--- config.mk ---
export PLATFORM = sky130hd
export DESIGN_NAME = pipelined_cselect_adder
export DESIGN_NICKNAME = d
export VERILOG_FILES = /design/src/rtl/adder_pkg.sv /design/src/rtl/cselect_stage.sv /design/src/rtl/pipelined_cselect_adder.sv
export SDC_FILE = /design/constraint.sdc
export NUM_CORES = 1
export LEC_CHECK = 0
export ABC_AREA = 0
export CAP_MARGIN = 0
export CORE_ASPECT_RATIO = 0.9
export CORE_UTILIZATION = 60
export CTS_CLUSTER_DIAMETER = 120
export DETAILED_ROUTE_END_ITERATION = 8
export GPL_TIMING_DRIVEN = 0
export PLACE_DENSITY_LB_ADDON = 0.15
export REMOVE_ABC_BUFFERS = 1
export SETUP_SLACK_MARGIN = 0.05
export SYNTH_ARGS = -nofsm -noshare
export SYNTH_HDL_FRONTEND = slang
export SYNTH_SLANG_ARGS = --single-unit
--- constraint.sdc ---
create_clock -name iClk -period 6.6 [get_ports iClk]
set_clock_uncertainty 0.2 [all_clocks]
set_input_delay 1.32 -clock iClk [delete_from_list [all_inputs] [get_ports iClk]]
set_output_delay 1.32 -clock iClk [all_outputs]
set_load 0.05 [all_outputs]
--- src/rtl/adder_pkg.sv ---
// Purpose : shared constants and parameter helpers for the pipelined adders.
// Latency : n/a (package only).
// Backpr. : n/a (package only).
//
// Contents: default carry-select block width, block/stage count derivation,
// and a legality predicate the adders use to reject bad parameter sets at
// elaboration time.
package adder_pkg;

  // Block width shared by every carry-select adder in the datapath.
  localparam int DEFAULT_BLOCK_WIDTH = 8;

  function automatic int calc_nblk(input int width, input int block_width);
    return width / block_width;
  endfunction

  // Number of register stages, which is also the pipeline latency in cycles.
  function automatic int calc_nstg(input int width, input int block_width,
                                   input int blocks_per_stage);
    return calc_nblk(width, block_width) / blocks_per_stage;
  endfunction

  function automatic bit params_legal(input int width, input int block_width,
                                      input int blocks_per_stage);
    if (width <= 0 || block_width <= 0 || blocks_per_stage <= 0) return 1'b0;
    if ((width % block_width) != 0) return 1'b0;
    return (calc_nblk(width, block_width) % blocks_per_stage) == 0;
  endfunction

endpackage

--- src/rtl/cselect_stage.sv ---
// Purpose : combinational carry-select slice of NUM_BLOCKS blocks.
// Latency : 0 cycles (pure combinational).
// Backpr. : none; the enclosing pipeline owns all handshaking.
//
// Ports: a, b  - operand slices; c_in - carry into the lowest block;
//        sum   - slice sum;      c_out - carry out of the highest block.
module cselect_stage
  import adder_pkg::*;
#(
  parameter int BLOCK_WIDTH = DEFAULT_BLOCK_WIDTH,
  parameter int NUM_BLOCKS  = 2
) (
  input  logic [NUM_BLOCKS*BLOCK_WIDTH-1:0] a,
  input  logic [NUM_BLOCKS*BLOCK_WIDTH-1:0] b,
  input  logic                              c_in,
  output logic [NUM_BLOCKS*BLOCK_WIDTH-1:0] sum,
  output logic                              c_out
);

  // Both candidate results of every block are formed in parallel; only the
  // select chain below depends on the carry.
  logic [BLOCK_WIDTH:0] r0 [NUM_BLOCKS];
  logic [BLOCK_WIDTH:0] r1 [NUM_BLOCKS];
  logic                 carry;

  for (genvar i = 0; i < NUM_BLOCKS; i++) begin : g_blk
    logic [BLOCK_WIDTH-1:0] a_blk;
    logic [BLOCK_WIDTH-1:0] b_blk;
    assign a_blk = a[i*BLOCK_WIDTH +: BLOCK_WIDTH];
    assign b_blk = b[i*BLOCK_WIDTH +: BLOCK_WIDTH];
    assign r0[i] = {1'b0, a_blk} + {1'b0, b_blk};
    assign r1[i] = {1'b0, a_blk} + {1'b0, b_blk} + {{BLOCK_WIDTH{1'b0}}, 1'b1};
  end

  always_comb begin
    carry = c_in;
    sum   = '0;
    for (int i = 0; i < NUM_BLOCKS; i++) begin
      sum[i*BLOCK_WIDTH +: BLOCK_WIDTH] = carry ? r1[i][BLOCK_WIDTH-1:0]
                                                : r0[i][BLOCK_WIDTH-1:0];
      carry = carry ? r1[i][BLOCK_WIDTH] : r0[i][BLOCK_WIDTH];
    end
    c_out = carry;
  end

endmodule

--- src/rtl/pipelined_cselect_adder.sv ---
// Purpose : WIDTH-bit pipelined carry-select adder with valid/ready stream.
// Latency : NSTG cycles from the input handshake cycle to oValid.
// Backpr. : single global enable; whole pipe holds while oValid & ~iReady.
//
// Ports: iClk/iRst (sync, active-high); iValid/oReady + iA/iB/iC operands;
//        oValid/iReady + oS sum, oC carry-out, oV signed overflow.
// Option: PIPE_ADDER_SUB_EN adds iSub; when set the op is iA + ~iB + 1, iC is
//         ignored and oC becomes the no-borrow flag (iA >= iB unsigned).
//
// Stage k owns the sum bits produced so far plus only the operand bits not
// yet consumed, so the registers narrow as the add progresses.
module pipelined_cselect_adder
  import adder_pkg::*;
#(
  parameter int WIDTH            = 64,
  parameter int BLOCK_WIDTH      = DEFAULT_BLOCK_WIDTH,
  parameter int BLOCKS_PER_STAGE = 2
) (
  input  logic             iClk,
  input  logic             iRst,
  input  logic             iValid,
  output logic             oReady,
  input  logic [WIDTH-1:0] iA,
  input  logic [WIDTH-1:0] iB,
  input  logic             iC,
`ifdef PIPE_ADDER_SUB_EN
  input  logic             iSub,
`endif
  output logic             oValid,
  input  logic             iReady,
  output logic [WIDTH-1:0] oS,
  output logic             oC,
  output logic             oV
);

  localparam int NSTG = calc_nstg(WIDTH, BLOCK_WIDTH, BLOCKS_PER_STAGE);
  localparam int SW   = BLOCK_WIDTH * BLOCKS_PER_STAGE;  // bits per stage

  if (!params_legal(WIDTH, BLOCK_WIDTH, BLOCKS_PER_STAGE)) begin : g_bad_params
    $error("pipelined_cselect_adder: WIDTH/BLOCK_WIDTH/BLOCKS_PER_STAGE not divisible");
  end

  logic en;
  assign en     = iReady | ~oValid;
  assign oReady = en;

  for (genvar k = 0; k < NSTG; k++) begin : g_stg
    localparam int IW = WIDTH - k*SW;  // operand bits still unconsumed here

    logic [IW-1:0]       a_in;
    logic [IW-1:0]       b_in;
    logic                c_in;
    logic                v_in;
    logic                sub_in;
    logic [SW-1:0]       b_eff;
    logic [SW-1:0]       s_blk;
    logic                c_blk;
    logic [(k+1)*SW-1:0] sum_nx;
    logic [(k+1)*SW-1:0] sum_q, sum_d;
    logic                c_q, c_d;
    logic                vld_q, vld_d;

    if (k == 0) begin : g_src
      assign a_in = iA;
      assign b_in = iB;
      assign v_in = iValid;
`ifdef PIPE_ADDER_SUB_EN
      assign sub_in = iSub;
`else
      assign sub_in = 1'b0;
`endif
      // Subtraction forces the +1 of the two's complement in as carry-in.
      assign c_in   = iC | sub_in;
      assign sum_nx = s_blk;
    end else begin : g_src
      assign a_in   = g_stg[k-1].g_fwd.a_q;
      assign b_in   = g_stg[k-1].g_fwd.b_q;
      assign v_in   = g_stg[k-1].vld_q;
      assign sub_in = g_stg[k-1].g_fwd.sub_q;
      assign c_in   = g_stg[k-1].c_q;
      assign sum_nx = {s_blk, g_stg[k-1].sum_q};
    end

    // B is kept raw in the pipe and inverted slice by slice as it is consumed.
    assign b_eff = b_in[SW-1:0] ^ {SW{sub_in}};

    cselect_stage #(
      .BLOCK_WIDTH (BLOCK_WIDTH),
      .NUM_BLOCKS  (BLOCKS_PER_STAGE)
    ) u_cselect (
      .a     (a_in[SW-1:0]),
      .b     (b_eff),
      .c_in  (c_in),
      .sum   (s_blk),
      .c_out (c_blk)
    );

    always_comb begin
      vld_d = vld_q;
      c_d   = c_q;
      sum_d = sum_q;
      if (en) begin
        vld_d = v_in;
        c_d   = c_blk;
        sum_d = sum_nx;
      end
    end

    always_ff @(posedge iClk) begin
      if (iRst) begin
        vld_q <= 1'b0;
        c_q   <= 1'b0;
        sum_q <= '0;
      end else begin
        vld_q <= vld_d;
        c_q   <= c_d;
        sum_q <= sum_d;
      end
    end

    if (k < NSTG-1) begin : g_fwd
      localparam int FW = IW - SW;
      logic [FW-1:0] a_q, a_d;
      logic [FW-1:0] b_q, b_d;
      logic          sub_q, sub_d;

      always_comb begin
        a_d   = a_q;
        b_d   = b_q;
        sub_d = sub_q;
        if (en) begin
          a_d   = a_in[IW-1:SW];
          b_d   = b_in[IW-1:SW];
          sub_d = sub_in;
        end
      end

      always_ff @(posedge iClk) begin
        if (iRst) begin
          a_q   <= '0;
          b_q   <= '0;
          sub_q <= 1'b0;
        end else begin
          a_q   <= a_d;
          b_q   <= b_d;
          sub_q <= sub_d;
        end
      end
    end else begin : g_ovf
      // Overflow: same-sign operands (B as actually added) giving a
      // different-sign result; equivalent to carry-in XOR carry-out at the MSB.
      logic v_nx;
      logic v_q, v_d;
      assign v_nx = (a_in[SW-1] == b_eff[SW-1]) & (s_blk[SW-1] != a_in[SW-1]);

      always_comb begin
        v_d = v_q;
        if (en) v_d = v_nx;
      end

      always_ff @(posedge iClk) begin
        if (iRst) v_q <= 1'b0;
        else      v_q <= v_d;
      end
    end
  end

  assign oValid = g_stg[NSTG-1].vld_q;
  assign oS     = g_stg[NSTG-1].sum_q;
  assign oC     = g_stg[NSTG-1].c_q;
  assign oV     = g_stg[NSTG-1].g_ovf.v_q;

endmodule
# Word-level counts from Yosys, hierarchy flattened
# Index checks and enable logic that the tools add are counted.
# W data, S select, Z words.
classes:
  n_addsub: 16
  n_eq_ne: 2
  n_mux: 16
  n_bitwise: 3
op_table:
  columns: ["cell", "n"]
  rows:
  - ["$add A8 B8 Y9", 8]
  - ["$add A9 B1 Y9 const B", 8]
  - ["$mux W8", 8]
  - ["$mux W1", 8]
  - ["$and A1 B1 Y1", 1]
  - ["$eq A1 B1 Y1", 1]
  - ["$ne A1 B1 Y1", 1]
  - ["$not A1 Y1", 1]
  - ["$or A1 B1 Y1", 1]
word_totals:
  regBits: 361
  word_cells: 56

# Longest topological paths before layout
# Gate-level depths: netlist (run 1).
logic_depth:
  ltp_word: 6
  depth_mapped: 12
  depth_no_buf: 11

# Cells and area by module
# From an unflattened synthesis (run 1), not the netlist that was laid out.
unflattened:
  hier_cells: 2045
  area_unflattened_um2: 16281.9
modules_own_cells:
  columns: ["module", "instances", "cells_per_inst", "area_each_um2", "seq_area_each_um2"]
  rows:
  - ["pipelined_cselect_adder", 1, 1566, 12426.9, 7226.9]
  - ["cselect_stage at g_stg[0].u_cselect ...", 3, 118, 949.7, 0.0]
  - ["cselect_stage at g_stg[2].u_cselect", 1, 125, 1006.0, 0.0]

# Worst setup path after synthesis (run 1)
# No wires, ideal clock.
synth_timing:
  kind: "input port to output port"
  startpoint: "input port iReady"
  endpoint: "output port oReady"
  arrival_ns: 2.490
  t_required_ns: 5.080
  setup_slack_ns: 2.590
  cell_stages: 5
  n_path_buf: 3
  cell_sequence: "nor2b_1 -> clkbuf_1 -> inv_2 -> clkbuf_1 -> clkbuf_1"
synth_between:
  elab_chain_len: 1
synth_lines:
  columns: ["item", "line_no", "text"]
  rows:
  - ["start: declaration", "pipelined_cselect_adder.sv:30", "input logic iReady,"]
  - ["$or A1 B1 Y1", "pipelined_cselect_adder.sv:44", "assign en = iReady | ~oValid;"]
  - ["end: declaration", "pipelined_cselect_adder.sv:22", "output logic oReady,"]
# No other way between the ends.

# Worst setup path in the final report (run 1)
# Same ends and word-level chain as after synthesis.

==> results of run 1 <==
==> path summary, 6_finish.rpt <==
| check | start | end | slack, ns |
|---|---|---|---|
| worst min-delay path | oS[33] | oS[33] | 0.25 |
| worst max-delay path | iReady | oReady | 0.78 |
| worst max register to register | g_stg[2].g_fwd.a_q[0] | oV | 3.20 |
| worst min register to register | oS[33] | oS[33] | 0.25 |
==> state kept, by name (all words and copies together), names as in the netlist <==
signal           count
oValid               1
g_stg.g_fwd.a_q     96
g_stg.sum_q         96
g_stg.g_fwd.b_q     96
oS                  64
g_stg.vld_q          3
g_stg.c_q            3
oC                   1
oV                   1
==> kinds of logic after synthesis <==
kind of cell             Yosys count  synth area share
AND/OR/NAND/NOR                  804            0.2070
adder cells (fa/ha/maj)           80           0.06619
flip-flops                       361            0.4509
XOR/XNOR                         100           0.05745
multiplexers                       8          0.004996
buffers and inverters            136           0.03193
AO/OA/AOI/OAI                    492            0.1816
==> report_power, final <==
group / total [W] / switching (W) / internal (W)
Sequential: 0.00237 / 0.0000664 / 0.00231
Clock: 0.00215 / 0.000834 / 0.00132
Combinational: 0.000618 / 0.000336 / 0.000282
==> stage by stage <==
step	util	power [W]	hold slack (ns)
after detailed placement	0.6999	0.003035	0.2432
after CTS	0.7487	0.005199	0.2505
after floorplan	-	0.002806	0.2260
after global placement	0.6893	0.003049	0.2368
final	0.7487	0.005144	0.2464
after global routing	0.7487	0.005368	0.2631
==> metal layers <==
layer | vias to the layer above | part of all wire
li1 | 6949 | -
met3 | 56 | 0.058
met5 | - | 0
met4 | 0 | 0.023
met1 | 6078 | 0.45
met2 | 253 | 0.47
==> area by class of cell <==
class / count / area, sq um / area share
clock buffer: 55 / 1106 / 0.05653
clock inverter: 12 / 168.9 / 0.008632
inverter: 16 / 67.56 / 0.003453
multi-input combinational: 1484 / 8298 / 0.4241
sequential: 361 / 7227 / 0.3693
tap: 348 / 435.4 / 0.02225
timing repair buffer: 211 / 2265 / 0.1157
==> cells in the final DEF (no fill, tap or decap), types with 4 or more instances in the layout <==
cell type / instances
a211oi_1: 54
a211oi_2: 8
a21o_1: 22
a21oi_1: 338
and3_1: 13
buf_12: 6
buf_16: 5
bufinv_16: 4
clkbuf_1: 9
clkbuf_16: 39
clkbuf_8: 7
clkdlybuf4s50_1: 199
clkinv_2: 5
dfxtp_1: 361
fa_1: 8
ha_1: 72
inv_1: 15
mux2i_1: 8
nand2_1: 619
nand2b_1: 7
nand3_1: 22
nand3b_1: 7
nand4_1: 9
nor2_1: 87
nor3_1: 12
o211ai_1: 5
o21a_1: 5
o21ai_0: 15
o21ai_1: 5
o21bai_1: 10
or3_1: 6
xnor2_1: 57
xor2_1: 40
==> worst register-to-register path, cell delays in order (launching register included) <==
cell and delay (ns):
dfxtp_1 0.31, ha_1 0.24, fa_1 0.44, a21o_1 0.22
a221oi_2 0.30, xnor2_1 0.26, o2111ai_2 0.21, xnor2_2 0.43
nand4b_1 0.21, xnor2_1 0.19, xor2_1 0.21, o31ai_2 0.07
==> summary.md, run 1 <==
| Metric | Value |
|---|---|
| Total negative slack | 0 ns |
| Vias | 13340 |
| Status | finished clean |
| Placer Congestion | 0.8424 |
| Leak pwr | between 7 and 8 nW |
| Placed insts | about 2400 |
| Worst path top cell family by delay | buffers and inverters |
| Cts hold-fix bufs | 0 |
| Cell taking the most area after synthesis | dfxtp_1 |
| Final worst slack | 0.7764 ns |
| Initial antenna violation count | 2 |
| Largest stage delay, worst path | 0.90 ns |
| Most instantiated cells after synthesis | 619 x nand2_1, 361 x dfxtp_1, 338 x a21oi_1 |
| Die ar. | 0.02737 sq mm |
| Gr busiest metal | met2 |
| Synth Register Bits | 361 |
| Gr usage total | 0.2383 |
| Hold Fails Final Rpt | 0 |
| Maximum vdd ir drop | 0.2799 mV |
| Clock Tree Root | clkbuf_16 |
| # H-tree levels | 2 |
| Drt via density | 5.362 |
| CP Capture Type | output port |
| Met1 usage | 0.2991 |
| Unique masters post-synth | 65 |
| Detailed Route WL | about 33000 um |
| Maximum clock rate | 171.7 MHz |
| Main synth FF type | dfxtp_1 |
| Filler instances | 1976 |
| First-pass GRT wire length | 55590 um |
| Pre-CTS setup slack | between 0.7 and 0.8 ns |
| Initial Utilization | 0.6133 |
| Crit Path Category | primary input to output port |
| Syn_area_per_cell | between 8 and 9 sq um |
| Post-Syn Instances | ~2000 |
| Met3 Track Usage GR | 0.05338 |
| TritonCTS clock tree | built |
| Final Cycle Share | 0.8824 |
| Die height | between 150 and 200 um |
| DRC Markers | 0 |
| WP data required | a little over 5 ns |
| Synth warn | 0 |
| Synth async-reset ratio | 0 |
| Min-Delay Path Class | flop to flop |
| Max Buffers Root-to-Sink | 3 |
| IO Pins | 201 |
| Layout Nets | 2324 |
| Clk slew on worst S/H paths | roughly 0.06 ns |
| P&R area growth vs syn | 22.07% |
| Synth area leaders | dfxtp_1 45%, nand2_1 14%, a21oi_1 11%, ha_1 5.6%, xnor2_1 3.1% |
| CP max stage cell | clkdlybuf4s50_1 |
| Final setup viols | 0 |
| Dpl hpwl | around 22000 um |
| Crit Path Max Fanout | about 150 |
| Share of cells above drive strength 1 | 0.04815 |
| CTS Buf Count | 37 |
| Post-route cell area | 0.01957 sq mm |
| Pwr dens | between 200 and 300 mW/mm^2 |
| FP Rows | between 50 and 60 |
| DP Area | 0.01829 sq mm |
| Drt first pass iters | 5 |
| Sequential area share after synthesis | 0.4509 |
| EDFF count, synth | 0 |
| Met2 Track Usage GR | 0.4085 |
| Worst slew pin tran | 0.7323 ns |
| CP cell instances | clkdlybuf4s50_1, nor2b_4, buf_12, buf_16, inv_8, buf_16, clkdlybuf4s50_1 |
| Share of the synthesized area in the top cell type | 0.4509 |
| Worst R2R Path Depth | 11 |
| Post-CTS sizing | 0 |
| CP bufs+invs | 6 |
| Max Slew Vio Count | 0 |
| Clk_lat worst skew | ~0.52 ns |
| Minimum clock period | 5.824 ns |
| Count of max-cap constraint violations | 0 |
| Port Buffers | 200 |
| Mapped Area | ~0.016 sq mm |
| Worst EP arrival | 4.30 ns |
| RSZ-0062 raised after global routing | no |
| Post-CTS Setup Bufs | 0 |
| Largest net degree at the start of global routing | 147 |
| Number of global-route vias before repair | approximately 12000 |
| CTS Sinks | ~360 |
| Initial DRC count | 798 |
| Cell with the most instances after synthesis | nand2_1 |
| Crit start category | primary input |
| GRT overflow | 0 |
| Post-DRT Antenna Nets | 0 |
| Number of antenna diodes | 0 |
| WL/cell | 13.32 um |
| Crit path depth | 7 |
| Die width | 174.3 um |
| Final Non-Filler Cells | 2487 |
| Hold Crit Depth | 2 |
| Placeable Area | 0.02614 sq mm |
| Max-slew headroom | 0.5118 |
Power figures use the tool's default switching activity.
==> inputs of run 2 (changes only) <==
RECOVER_POWER = 25   (was unset)
==> summary.md, run 2 (synthesized netlist as in run 1, its figures left out) <==
| Metric | Value |
|---|---|
| Vias | 13340 |
| Crit path from | iReady |
| Status | finished clean |
| Clk_lat worst skew | 0.52 ns |
| Number of antenna diodes | 0 |
| Clk slew on worst S/H paths | 0.06 ns |
| Placer Congestion | 0.8424 |
| Final worst slack | 0.6838 ns |
| GRT overflow | 0 |
| Detailed Route WL | between 30000 and 40000 um |
| Maximum clock rate | about 170 MHz |
| Max-slew headroom | 0.5121 |
| CTS Sinks | 361 |
| Clock Tree Root | clkbuf_16 |
| Crit Path Category | primary input to output port |
| Most used cell along the critical path | buf_16 |
| CP max stage cell | clkdlybuf4s50_1 |
| Layout Nets | 2324 |
| Hold Fails Final Rpt | 0 |
| Drt first pass iters | 5 |
| Largest net degree at the start of global routing | 147 |
| Post-CTS sizing | 0 |
| Worst slew pin tran | 0.7318 ns |
| Worst R2R Path Depth | 11 |
| Initial DRC count | 734 |
| Min-Delay Path Class | flop to flop |
| CP Capture Point | oReady |
| First-pass GRT wire length | between 50000 and 60000 um |
| Pre-CTS setup slack | 0.7414 ns |
| Count of max-cap constraint violations | 0 |
| Crit Path Max Fanout | 146 |
| CP cell instances | dlygate4sd3_1, nor2b_4, buf_12, buf_16, inv_8, buf_16, clkdlybuf4s50_1 |
| DRC Markers | 0 |
| Max Buffers Root-to-Sink | 3 |
| IO Pins | 201 |
| CTS Buf Count | 37 |
| Worst R2R Start | g_stg[2].g_fwd.a_q[0] |
| WP data required | about 5.1 ns |
| Worst R2R End | oV |
| Final Cycle Share | 0.8964 |
| Pwr dens | 262.6 mW/mm^2 |
| RSZ-0062 raised after global routing | no |
| Initial antenna violation count | 2 |
| Die height | 157.1 um |
| Placeable Area | 0.02614 sq mm |
| Max Slew Vio Count | 0 |
| R2r setup slk | 3.19 ns |
| WL/cell | 13.34 um |
| Largest stage delay, worst path | 0.91 ns |
| Number of global-route vias before repair | approximately 12000 |
| Dpl hpwl | 22110 um |
| FP Rows | 56 |
| Maximum vdd ir drop | between 0.2 and 0.3 mV |
| Total negative slack | 0 ns |
| Most common cell after layout, fill and taps aside | nand2_1 |
| Crit start category | primary input |
| P&R area growth vs syn | 22.07% |
| Initial Utilization | 0.6133 |
| Post-CTS Setup Bufs | 0 |
| Leak pwr | ~8.0 nW |
| TritonCTS clock tree | built |
| Minimum clock period | 5.916 ns |
| Most frequent cells in the layout | 619 x nand2_1, 361 x dfxtp_1, 338 x a21oi_1 |
| Worst EP arrival | between 4 and 5 ns |
| Regs by FF count | g_stg.g_fwd.a_q: 96 flops, g_stg.g_fwd.b_q: 96 flops, g_stg.sum_q: 96 flops |
| Die width | 174.3 um |
| Die ar. | 0.02737 sq mm |
| Power Total | slightly above 0.005 W |
| Cts hold-fix bufs | 0 |
| CP Capture Type | output port |
| Post-DRT Antenna Nets | 0 |
| Final setup viols | 0 |
| Drt via density | 5.366 |
| # H-tree levels | 2 |
| Share of cells above drive strength 1 | 0.04815 |
| Gr usage total | 0.2383 |
| Port Buffers | 200 |
## run 2: through the flow
step	cell area, sq um	util	instances	hold slack, ns
5_1_grt	19570	0.7487	2487	0.2631
4_1_cts	19570	0.7487	2487	0.2505
3_5_place_dp	18290	0.6999	2420	0.2432
2_1_floorplan	15580	-	1861	0.2260
6_report	19570	0.7487	2487	0.2425
3_3_place_gp	18010	0.6893	2409	0.2368
## run 2: how the worst min path moves through the flow
stage / end / slack [ns] / cells after the start / from
floorplan: g_stg[0].g_fwd.a_q[16] / 0.23 / 2 / g_stg[0].g_fwd.a_q[16]
global placement: oS[35] / 0.24 / 2 / oS[35]
detailed placement: oS[23] / 0.24 / 2 / oS[23]
CTS: oS[20] / 0.25 / 2 / oS[20]
global route: oS[23] / 0.26 / 2 / oS[23]
finish: oS[33] / 0.24 / 2 / oS[33]
## run 2: per-layer routing
layer  up-vias  GRT usage  routed length (um)  share of wire
met1      6095     0.2991               14990           0.45
li1       6956          -                   -              -
met5         -          0                   0              0
met2       237     0.4085               15550           0.47
met4         0    0.07268                 773          0.023
met3        56    0.05338                1849          0.056
## run 2: area by class of cell
cell class,instances,area (sq um)
multi-input combinational,1484,8298
sequential,361,7227
fill,1976,6568
timing repair buffer,211,2265
clock buffer,55,1106
tap,348,435.4
clock inverter,12,168.9
inverter,16,67.56
## run 2: power breakdown
part,total (W),internal (W),switching [W]
sequential,0.00237,0.00231,0.0000658
combinational,0.000613,0.000276,0.000336
clock,0.00215,0.00132,0.000835
total,0.00514,0.00390,0.00124
## run 2: worst max-delay path: cells and delay by family
family	cells	cell delay, ns
buffers and inverters	6	2.81
and+or+nand+nor	1	0.15
==> inputs of run 3 (changes only) <==
CORE_UTILIZATION = 56   (was 60)
clock period = 5.7 ns   (was 6.6 ns; I/O delays follow)
==> summary.md, run 3 (synthesized netlist as in run 1, its figures left out) <==
| Metric | Value |
|---|---|
| Minimum clock period | 5.389 ns |
| Cts hold-fix bufs | 0 |
| Worst R2R Path Depth | 11 |
| Top sig layer | met5 |
| Max Buffers Root-to-Sink | 3 |
| Dpl hpwl | 22260 um |
| Placed insts | approximately 2400 |
| R2r setup slk | between 2 and 2.5 ns |
| Worst path top cell family by delay | buffers and inverters |
| Failing checks | capacitance limit, slew limit |
| Status | complete, but fails checks |
| Initial Utilization | 0.5722 |
| Final Cycle Share | 0.9455 |
| Crit Path Max Fanout | 185 |
| Initial antenna violation count | 3 |
| Number of global-route vias before repair | ~13000 |
| Vias | 13250 |
| Worst R2R End | g_stg[2].sum_q[40] |
| Worst EP arrival | 4.05 ns |
| WL/cell | 13.35 um |
| Maximum clock rate | 185.6 MHz |
| Hold Crit Depth | 2 |
| Most common cell after layout, fill and taps aside | nand2_1 |
| Final setup viols | 0 |
| IO Pins | 201 |
| Final worst slack | 0.3106 ns |
| DRC Markers | 0 |
| # H-tree levels | 2 |
| Pwr dens | 307.1 mW/mm^2 |
| First-pass GRT wire length | 57240 um |
| CP cell instances | dlygate4sd3_1, nor2b_4, buf_12, inv_8, buf_16, clkdlybuf4s50_1 |
| Placer Congestion | 0.8637 |
| GRT overflow | 0 |
| Pre-CTS setup slack | about 0.38 ns |
| Drt via density | 5.300 |
| Final Non-Filler Cells | 2500 |
| Hold Path Sink | oS[14] |
| Die width | 180.3 um |
| M1 wire length | between 15000 and 20000 um |
| FP Rows | 58 |
| Leak pwr | between 7 and 8 nW |
| TritonCTS clock tree | built |
| Port Buffers | 200 |
| Count of max-cap constraint violations | 1 |
| Largest stage delay, worst path | 0.93 ns |
| Die ar. | 0.02930 sq mm |
| Share of cells above drive strength 1 | 0.04953 |
| Clk_lat worst skew | 0.51 ns |
| Hold Fails Final Rpt | 0 |
| Max Slew Vio Count | 44 |
| Power Total | 0.006020 W |
| Post-CTS sizing | 0 |
| Maximum vdd ir drop | roughly 0.20 mV |
| CP max stage cell | clkdlybuf4s50_1 |
| Clock Tree Root | clkbuf_16 |
| Gr usage total | 0.2284 |
| Final core utilization | 0.6998 |
| Largest net degree at the start of global routing | around 190 |
| Routed met2 length | approximately 16000 um |
| Detailed Route WL | between 30000 and 40000 um |
| CP Capture Type | output port |
| Initial DRC count | around 710 |
| Post-CTS Setup Bufs | 0 |
| Metal3 WL | 1842 um |
| Crit path from | iReady |
| WP data required | 4.36 ns |
| Worst R2R Start | g_stg[1].g_fwd.a_q[0] |
| Drt first pass iters | 4 |
| CTS Sinks | 361 |
| Clk slew on worst S/H paths | approximately 0.060 ns |
| Crit start category | primary input |
| Post-DRT Antenna Nets | 0 |
| Max-slew headroom | -0.2276 |
| Worst slew pin tran | 1.841 ns |
| Hold slack | 0.2427 ns |
| Die height | between 150 and 200 um |
| CP bufs+invs | 5 |
| CTS Buf Count | 37 |
| Hold Crit Start | oS[14] |
| Layout Nets | around 2300 |
| Crit Path Category | primary input to output port |
| Most frequent cells in the layout | 619 x nand2_1, 361 x dfxtp_1, 338 x a21oi_1 |
| RSZ-0062 raised after global routing | no |
| P&R area growth vs syn | 22.30% |
| Placeable Area | between 0.02 and 0.03 sq mm |
| Min-Delay Path Class | flop to flop |
| Regs by FF count | g_stg.g_fwd.a_q: 96 flops, g_stg.g_fwd.b_q: 96 flops, g_stg.sum_q: 96 flops |
| Number of antenna diodes | 0 |
==> run 3: cell count changes in the layout (fill, tap and decap cells not counted) <==
| cell | delta |
|---|---|
| buf_16 | -1 |
| clkbuf_1 | -2 |
| clkbuf_8 | +4 |
| clkdlybuf4s50_1 | +30 |
| clkinv_2 | +1 |
| clkinvlp_4 | -2 |
| dlygate4sd3_1 | -30 |
| inv_8 | +1 |
==> run 3: stage by stage <==
step           cell area [sq um]   TNS, ns
2_1_floorplan              15580  -6649.38
5_1_grt                    19600         0
4_1_cts                    19620         0
3_3_place_gp               18030         -
6_report                   19600         0
3_5_place_dp               18300         0
==> run 3: worst max-delay path by stage <==
| stage | cells after the start | endpoint |
|---|---|---|
| 2_1_floorplan | 2 | oReady |
| 4_1_cts | 6 | oReady |
| 3_5_place_dp | 6 | oReady |
| 6_report | 6 | oReady |
| 5_1_grt | 6 | oReady |
| 3_3_place_gp | 4 | oReady |
==> run 3: area by class of cell <==
class / count / area, sq um
Clock buffer: 56 / 1150
Clock inverter: 12 / 170.2
Fill cell: 2311 / 8408
Inverter: 16 / 67.56
Multi-Input combinational cell: 1484 / 8298
Sequential cell: 361 / 7227
Tap cell: 360 / 450.4
Timing Repair Buffer: 211 / 2241
==> run 3: per-layer routing <==
layer / GRT usage / vias up
met5: 0 / -
met4: 0.05866 / 6
met1: 0.2959 / 6016
met2: 0.3850 / 236
li1: - / 6936
met3: 0.05210 / 55
==> run 3: power breakdown <==
| part | leakage, nW | total, W | internal, W | switching [W] |
|---|---|---|---|---|
| Sequential | 2.97 | 0.00275 | 0.00267 | 0.0000759 |
| Combinational | 4.30 | 0.000714 | 0.000323 | 0.000391 |
| Clock | 0.657 | 0.00256 | 0.00158 | 0.000979 |
| Total | 7.93 | 0.00602 | 0.00457 | 0.00145 |
==> run 3: worst reg2reg max path: stages, from the launching register on <==
cell and delay [ns]:
dfxtp_1 0.31, ha_1 0.22, fa_1 0.43, a21o_1 0.19, a21oi_1 0.21, nand2b_1 0.19
a21oi_1 0.11, a211oi_2 0.35, o2111ai_2 0.39, and2_2 0.35, xnor2_1 0.14, a211oi_1 0.26
